<file path="src/rtl/conv2_pingpong_ctrl.sv">
// Ping-pong scheduler for the two conv2 activation BRAM banks (bank0 = *_a*, bank1 = *_b*).
// Define CONV2_PP_ERRCHK_EN to build the sticky protocol/range error flag.
module conv2_pingpong_ctrl #(
  parameter int unsigned ADDR_W = 10,
  parameter int unsigned DATA_W = 64,
  parameter int unsigned DEPTH  = 1024
) (
  input  logic              clk,
  input  logic              rst_n,
  input  logic              wr_req,
  input  logic [ADDR_W-1:0] wr_addr,
  input  logic [DATA_W-1:0] wr_data,
  input  logic              wr_last,
  output logic              wr_ready,
  input  logic              rd_req,
  input  logic [ADDR_W-1:0] rd_addr,
  input  logic              rd_last,
  output logic              rd_ready,
  output logic              rd_valid,
  output logic [DATA_W-1:0] rd_data,
  output logic [1:0]        bank_full,
  output logic              err,
  output logic              we_a1,
  output logic              we_a2,
  output logic [ADDR_W-1:0] addr_a1,
  output logic [ADDR_W-1:0] addr_a2,
  output logic [DATA_W-1:0] din_a1,
  output logic [DATA_W-1:0] din_a2,
  input  logic [DATA_W-1:0] dout_a1,
  input  logic [DATA_W-1:0] dout_a2,
  output logic              we_b1,
  output logic              we_b2,
  output logic [ADDR_W-1:0] addr_b1,
  output logic [ADDR_W-1:0] addr_b2,
  output logic [DATA_W-1:0] din_b1,
  output logic [DATA_W-1:0] din_b2,
  input  logic [DATA_W-1:0] dout_b1,
  input  logic [DATA_W-1:0] dout_b2
);

  typedef enum logic [1:0] {StEmpty, StFilling, StFull, StDraining} bank_st_e;

  if (DEPTH > (1 << ADDR_W)) begin : g_depth_chk
    $error("DEPTH exceeds the address space");
  end

  bank_st_e st_q [2];
  logic     wbank_q, rbank_q;
  logic     rv_p1_q, rsel_p1_q, rsel_q;
  logic     wr_acc, rd_acc, wr_go, rd_go;
  logic     unused_dout;

  // Port 1 is write-only and port 2 is never written, so these pins stay idle.
  assign unused_dout = ^{dout_a1, dout_b1};
  assign we_a2       = 1'b0;
  assign we_b2       = 1'b0;
  assign din_a2      = '0;
  assign din_b2      = '0;

  assign wr_ready  = (st_q[wbank_q] == StEmpty) || (st_q[wbank_q] == StFilling);
  assign rd_ready  = (st_q[rbank_q] == StFull) || (st_q[rbank_q] == StDraining);
  assign bank_full = {(st_q[1] == StFull) || (st_q[1] == StDraining),
                      (st_q[0] == StFull) || (st_q[0] == StDraining)};

  assign wr_acc = wr_req && wr_ready;
  assign rd_acc = rd_req && rd_ready;

`ifdef CONV2_PP_ERRCHK_EN
  localparam logic [ADDR_W:0] DepthLim = DEPTH[ADDR_W:0];

  logic wr_oob, rd_oob, err_q;

  assign wr_oob = {1'b0, wr_addr} >= DepthLim;
  assign rd_oob = {1'b0, rd_addr} >= DepthLim;
  // Out-of-range accepted requests still advance bank state but never reach the BRAM.
  assign wr_go  = wr_acc && !wr_oob;
  assign rd_go  = rd_acc && !rd_oob;
  assign err    = err_q;

  always_ff @(posedge clk or negedge rst_n) begin
    if (!rst_n) begin
      err_q <= 1'b0;
    end else if ((wr_req && (!wr_ready || wr_oob)) || (rd_req && (!rd_ready || rd_oob))) begin
      err_q <= 1'b1;
    end
  end
`else
  assign wr_go = wr_acc;
  assign rd_go = rd_acc;
  assign err   = 1'b0;
`endif

  always_ff @(posedge clk or negedge rst_n) begin
    if (!rst_n) begin
      st_q[0]   <= StEmpty;
      st_q[1]   <= StEmpty;
      wbank_q   <= 1'b0;
      rbank_q   <= 1'b0;
      we_a1     <= 1'b0;
      we_b1     <= 1'b0;
      addr_a1   <= '0;
      addr_b1   <= '0;
      din_a1    <= '0;
      din_b1    <= '0;
      addr_a2   <= '0;
      addr_b2   <= '0;
      rv_p1_q   <= 1'b0;
      rsel_p1_q <= 1'b0;
      rd_valid  <= 1'b0;
      rsel_q    <= 1'b0;
    end else begin
      // Producer and consumer never own the same bank, so both updates can land together.
      if (wr_acc) st_q[wbank_q] <= wr_last ? StFull : StFilling;
      if (rd_acc) st_q[rbank_q] <= rd_last ? StEmpty : StDraining;
      wbank_q <= wbank_q ^ (wr_acc && wr_last);
      rbank_q <= rbank_q ^ (rd_acc && rd_last);

      we_a1 <= wr_go && !wbank_q;
      we_b1 <= wr_go && wbank_q;
      if (wr_go && !wbank_q) begin
        addr_a1 <= wr_addr;
        din_a1  <= wr_data;
      end
      if (wr_go && wbank_q) begin
        addr_b1 <= wr_addr;
        din_b1  <= wr_data;
      end

      if (rd_go && !rbank_q) addr_a2 <= rd_addr;
      if (rd_go && rbank_q)  addr_b2 <= rd_addr;
      rv_p1_q   <= rd_go;
      rsel_p1_q <= rbank_q;
      rd_valid  <= rv_p1_q;
      rsel_q    <= rsel_p1_q;
    end
  end

  // BRAM output lands one cycle after the address, aligned with rd_valid.
  assign rd_data = rd_valid ? (rsel_q ? dout_b2 : dout_a2) : '0;

endmodule

</file>
<file path="config.mk">
export PLATFORM = sky130hd
export DESIGN_NAME = conv2_pingpong_ctrl
export DESIGN_NICKNAME = d
export VERILOG_FILES = /design/src/rtl/conv2_pingpong_ctrl.sv
export SDC_FILE = /design/constraint.sdc
export NUM_CORES = 1
export LEC_CHECK = 0
export ABC_AREA = 1
export BUFFER_PORTS_ARGS = -buffer_cell sky130_fd_sc_hd__buf_2
export CAP_MARGIN = 20
export CORE_AREA = 2 2 281 283
export DETAILED_ROUTE_END_ITERATION = 16
export DIE_AREA = 0 0 283 285
export MAX_ROUTING_LAYER = met4
export PLACE_DENSITY = 0.38
export SETUP_SLACK_MARGIN = 0.5
export SKIP_CTS_REPAIR_TIMING = 1
export SLEW_MARGIN = 20
export SYNTH_ARGS = -nofsm -noshare
export SYNTH_HDL_FRONTEND = slang
export SYNTH_SLANG_ARGS = --single-unit
</file>
<file path="constraint.sdc">
create_clock -name clk -period 1.25 [get_ports clk]
set_input_delay 0.0625 -clock clk [delete_from_list [all_inputs] [get_ports clk]]
set_output_delay 0.0625 -clock clk [all_outputs]
set_load 0.02 [all_outputs]
</file>
==> results.txt <==
The buffer type at the clock tree root is clkbuf_16. STA classifies the critical path startpoint as a flip-flop. By count the netlist is led by dfrtp_1, nand2_1, buf_4, nor2_1, o21ai_0. The final routed wire length divided by cell count came out at about 14 um. TritonCTS built the clock tree.

The clock share of power is around an eighth. The deepest level of the CTS H-tree is 4. The sequential fraction of the synthesis area came out at roughly half. The ratio of cells with drive above 1 in the final layout came out at roughly three fifths. The post-synthesis instance area came out at around 9000 um2. The combinational share of power is 62.8%.

The maximum count of clock buffers along a single path is 2. The largest net degree at the start of global routing is 40. The worst path required time is 1190 ps.

The data arrival time of the worst path is about 1700 ps. The pre-CTS setup slack came out at -316 ps. The wire-length estimate of the detail-placed layout is between 20000 and 30000 um. The overall power is 44100 uW. The sequential power share is approximately a quarter.

The synthesized area per cell is 8.88 um2. The count of nets left with antenna violations once routing finished came out at 0. Clock tree synthesis inserted a total of 17 buffers. Among all flip-flop cells after synthesis, the most frequent one is dfrtp_1. The number of design rule violations left after detail routing came out at 0. The die span in x came out at approximately 280 um. Measured along the y axis, the die boundary spans approximately 290 um. The number of flops mapped to enable cells by yosys is 0.

The tightest min-delay check is of the input port to flip-flop type. The total net switching power came out at approximately 21000 uW. The setup path with the least slack is of type flip-flop to output pin.

The Yosys step of the flow raised 0 warnings. Once layout is complete, the utilization of the core stands at 22.2%. The share of flip-flops with an asynchronous set or reset after synthesis is 100%. dfrtp_1 is the most common cell in the netlist. The number of sinks on the clock net came out at about 180. The max-capacitance violation count is 0.

The via density per instance is roughly 3.2. The number of antenna violations at the first check in global routing is 3. The worst path setup slack after routing is -547 ps. The final number of max-transition violations is 0. The clock period minus worst slack came out at ~1800 ps.

The site row count is around 100. Between clock sinks in the finished design, the worst skew comes to around 10 ps. The global-route total usage across every layer is under 10%. The area of the die is between 80000 and 90000 um2. The placer congestion estimate came out at ~0.95.

The number of placed I/O pins is a little over 700. The clock latency at the later pin of the worst-skew pair is around 470 ps. The synthesized instance count came out at around 1000. Setup repair after global routing could not meet its margin everywhere. The leakage component of the power is ~0.0084 uW. The largest individual stage delay along the critical path comes from the cell dfrtp_4. The total overflow reported by the global router is 0.

In the post-synthesis netlist, the biggest area contributors are dfrtp_1, buf_4, o21ai_2. The timing-limited maximum frequency is around 0.56 GHz. In this run the worst path has a maximum fanout of 15. The worst hold slack across all endpoints is -71.5 ps.

For this run, the slowest stage of the critical path takes around 550 ps. The top cell type's share of synthesized area is 49.3%. The peak supply drop came out at around 1.2 mV. The setup total negative slack is -60680 ps.

The number of global-route vias before repair is 8052. The wire length of the first global-routing pass came out at around 49000 um. The run finished, with violations left. Once the floorplan was initialized, standard cells occupied a little under an eighth of the core. The total detailed-routing wirelength is 38600 um. The power density relative to cell area is approximately 2500 nW/um2. The final clock period utilization by the worst path came out at 144%. The number of vias after detailed routing is 8795. Traced cell by cell, the critical path runs through buf_12, buf_4, o21ai_4, nor2_4, buf_2. Summed over all instances, the cell type with the most area after synthesis is dfrtp_1.

The final setup violation count is 229. The count of TritonRoute iterations in the first routing pass is 4. The count of unique library cells instantiated by Yosys is 21. Synthesis inferred ~180 register bits. The number of DRC markers in iteration 0 came out at roughly 190. After clock tree synthesis, the clock-pin slew on the worst setup and hold paths is around 70 ps.

The final reports fail on hold timing, setup timing. The total of buffers placed on input and output ports came out at approximately 460. After the last flow step, the layout net total stands at 2005. Of the total power, the share spent switching nets is between 40% and 50%. The core box area is about 78000 um2.

The area growth from synthesis to layout is 91.7%. The number of endpoints with negative hold slack in the final report was 2. The internal power of the cells totals approximately 23000 uW. The worst setup path is captured at an output pin.
-- cell families (layout without fill, tap and decap cells) --
| family | Yosys count | in the layout | synth area share, % |
|---|---|---|---|
| AND/OR/NAND/NOR | 316 | 320 | 14.1 |
| buffers and inverters | 285 | 804 | 19.6 |
| AO/OA/AOI/OAI | 239 | 239 | 17.0 |
| flip-flops | 178 | 178 | 49.3 |
| other | 1 | 134 | 0.0415 |
-- per-layer routing --
layer | track usage, % | share of wire [%] | vias up
met2 | 12.9 | 50 | 319
met5 | - | 0 | -
li1 | - | - | 4250
met4 | 2.47 | 1.3 | 0
met3 | 3.50 | 7.0 | 24
met1 | 9.31 | 42 | 4202
-- sequential cells by signal, summed over array words and instances (netlist names) --
| name | count |
|---|---|
| wbank_q | 1 |
| addr_b2 | 10 |
| addr_a1 | 10 |
| rsel_q | 1 |
| we_a1 | 1 |
| rd_valid | 1 |
| addr_b1 | 10 |
| st_q | 2 |
| we_b1 | 1 |
| rsel_p1_q | 1 |
| rbank_q | 1 |
| din_a1 | 64 |
| din_b1 | 64 |
| addr_a2 | 10 |
| rv_p1_q | 1 |
-- final cells by class --
cell class                 count  area (um2)
antenna                        3        7.51
timing repair buffer         677        5430
sequential                   178        4470
clock buffer                  18         439
clock inverter                14         141
multi-input combinational    690        5160
tap                         1050        1310
fill                        8518       60600
inverter                      95         379
-- cell usage in the layout (no fill, tap or decap), drive strengths merged --
cell / synthesis / routed
inv: 95 / 99
buf: 161 / 564
dlygate4sd3: 0 / 87
o21ai: 237 / 237
conb: 1 / 131
clkinv: 0 / 8
nand2: 182 / 186
clkbuf: 29 / 44
nand3: 4 / 4
clkinvlp: 0 / 2
diode: 0 / 3
nor2: 130 / 130
dfrtp: 178 / 178
o21a: 1 / 1
a21oi: 1 / 1
-- power by group through the flow --
stage          logic [uW]  clock network [uW]  registers, uW
2_1_floorplan       12400                   0          13200
3_3_place_gp        21700                   0          10400
3_5_place_dp        21900                   0          10400
4_1_cts             21900                5770          10400
5_1_grt             29600                6000          11300
6_report            27700                5450          11000
-- path summary, 6_finish.rpt --
path / start / end / slack [ps] / cells after the start
setup / recovery: rsel_q / rd_data[63] / -550 / 5
hold / removal: rd_req / rv_p1_q / -70 / 3
setup reg to reg: wbank_q / din_a1[60] / -260 / 9
min in group asynchronous: rst_n / din_a1[57] / 90 / 2
hold reg to reg: rv_p1_q / rd_valid / 350 / 0
max in group asynchronous: rst_n / addr_b1[9] / 590 / 3
-- worst max-delay path: cells and delay by family, from the launching register on --
family                 cells  cell delay (ps)
flip-flops                 1              550
buffers and inverters      3              490
AO/OA/AOI/OAI              1              150
AND/OR/NAND/NOR            1               50
-- through the flow --
| stage | std cells | cell area, um2 |
|---|---|---|
| final | 2725 | 17300 |
| after global routing | 2725 | 17300 |
| after CTS | 2571 | 14300 |
| after detailed placement | 2539 | 13700 |
| after global placement | 2539 | 13700 |
| after floorplan | 1149 | 11000 |
No activity file was read; power rests on OpenSTA's default activity.
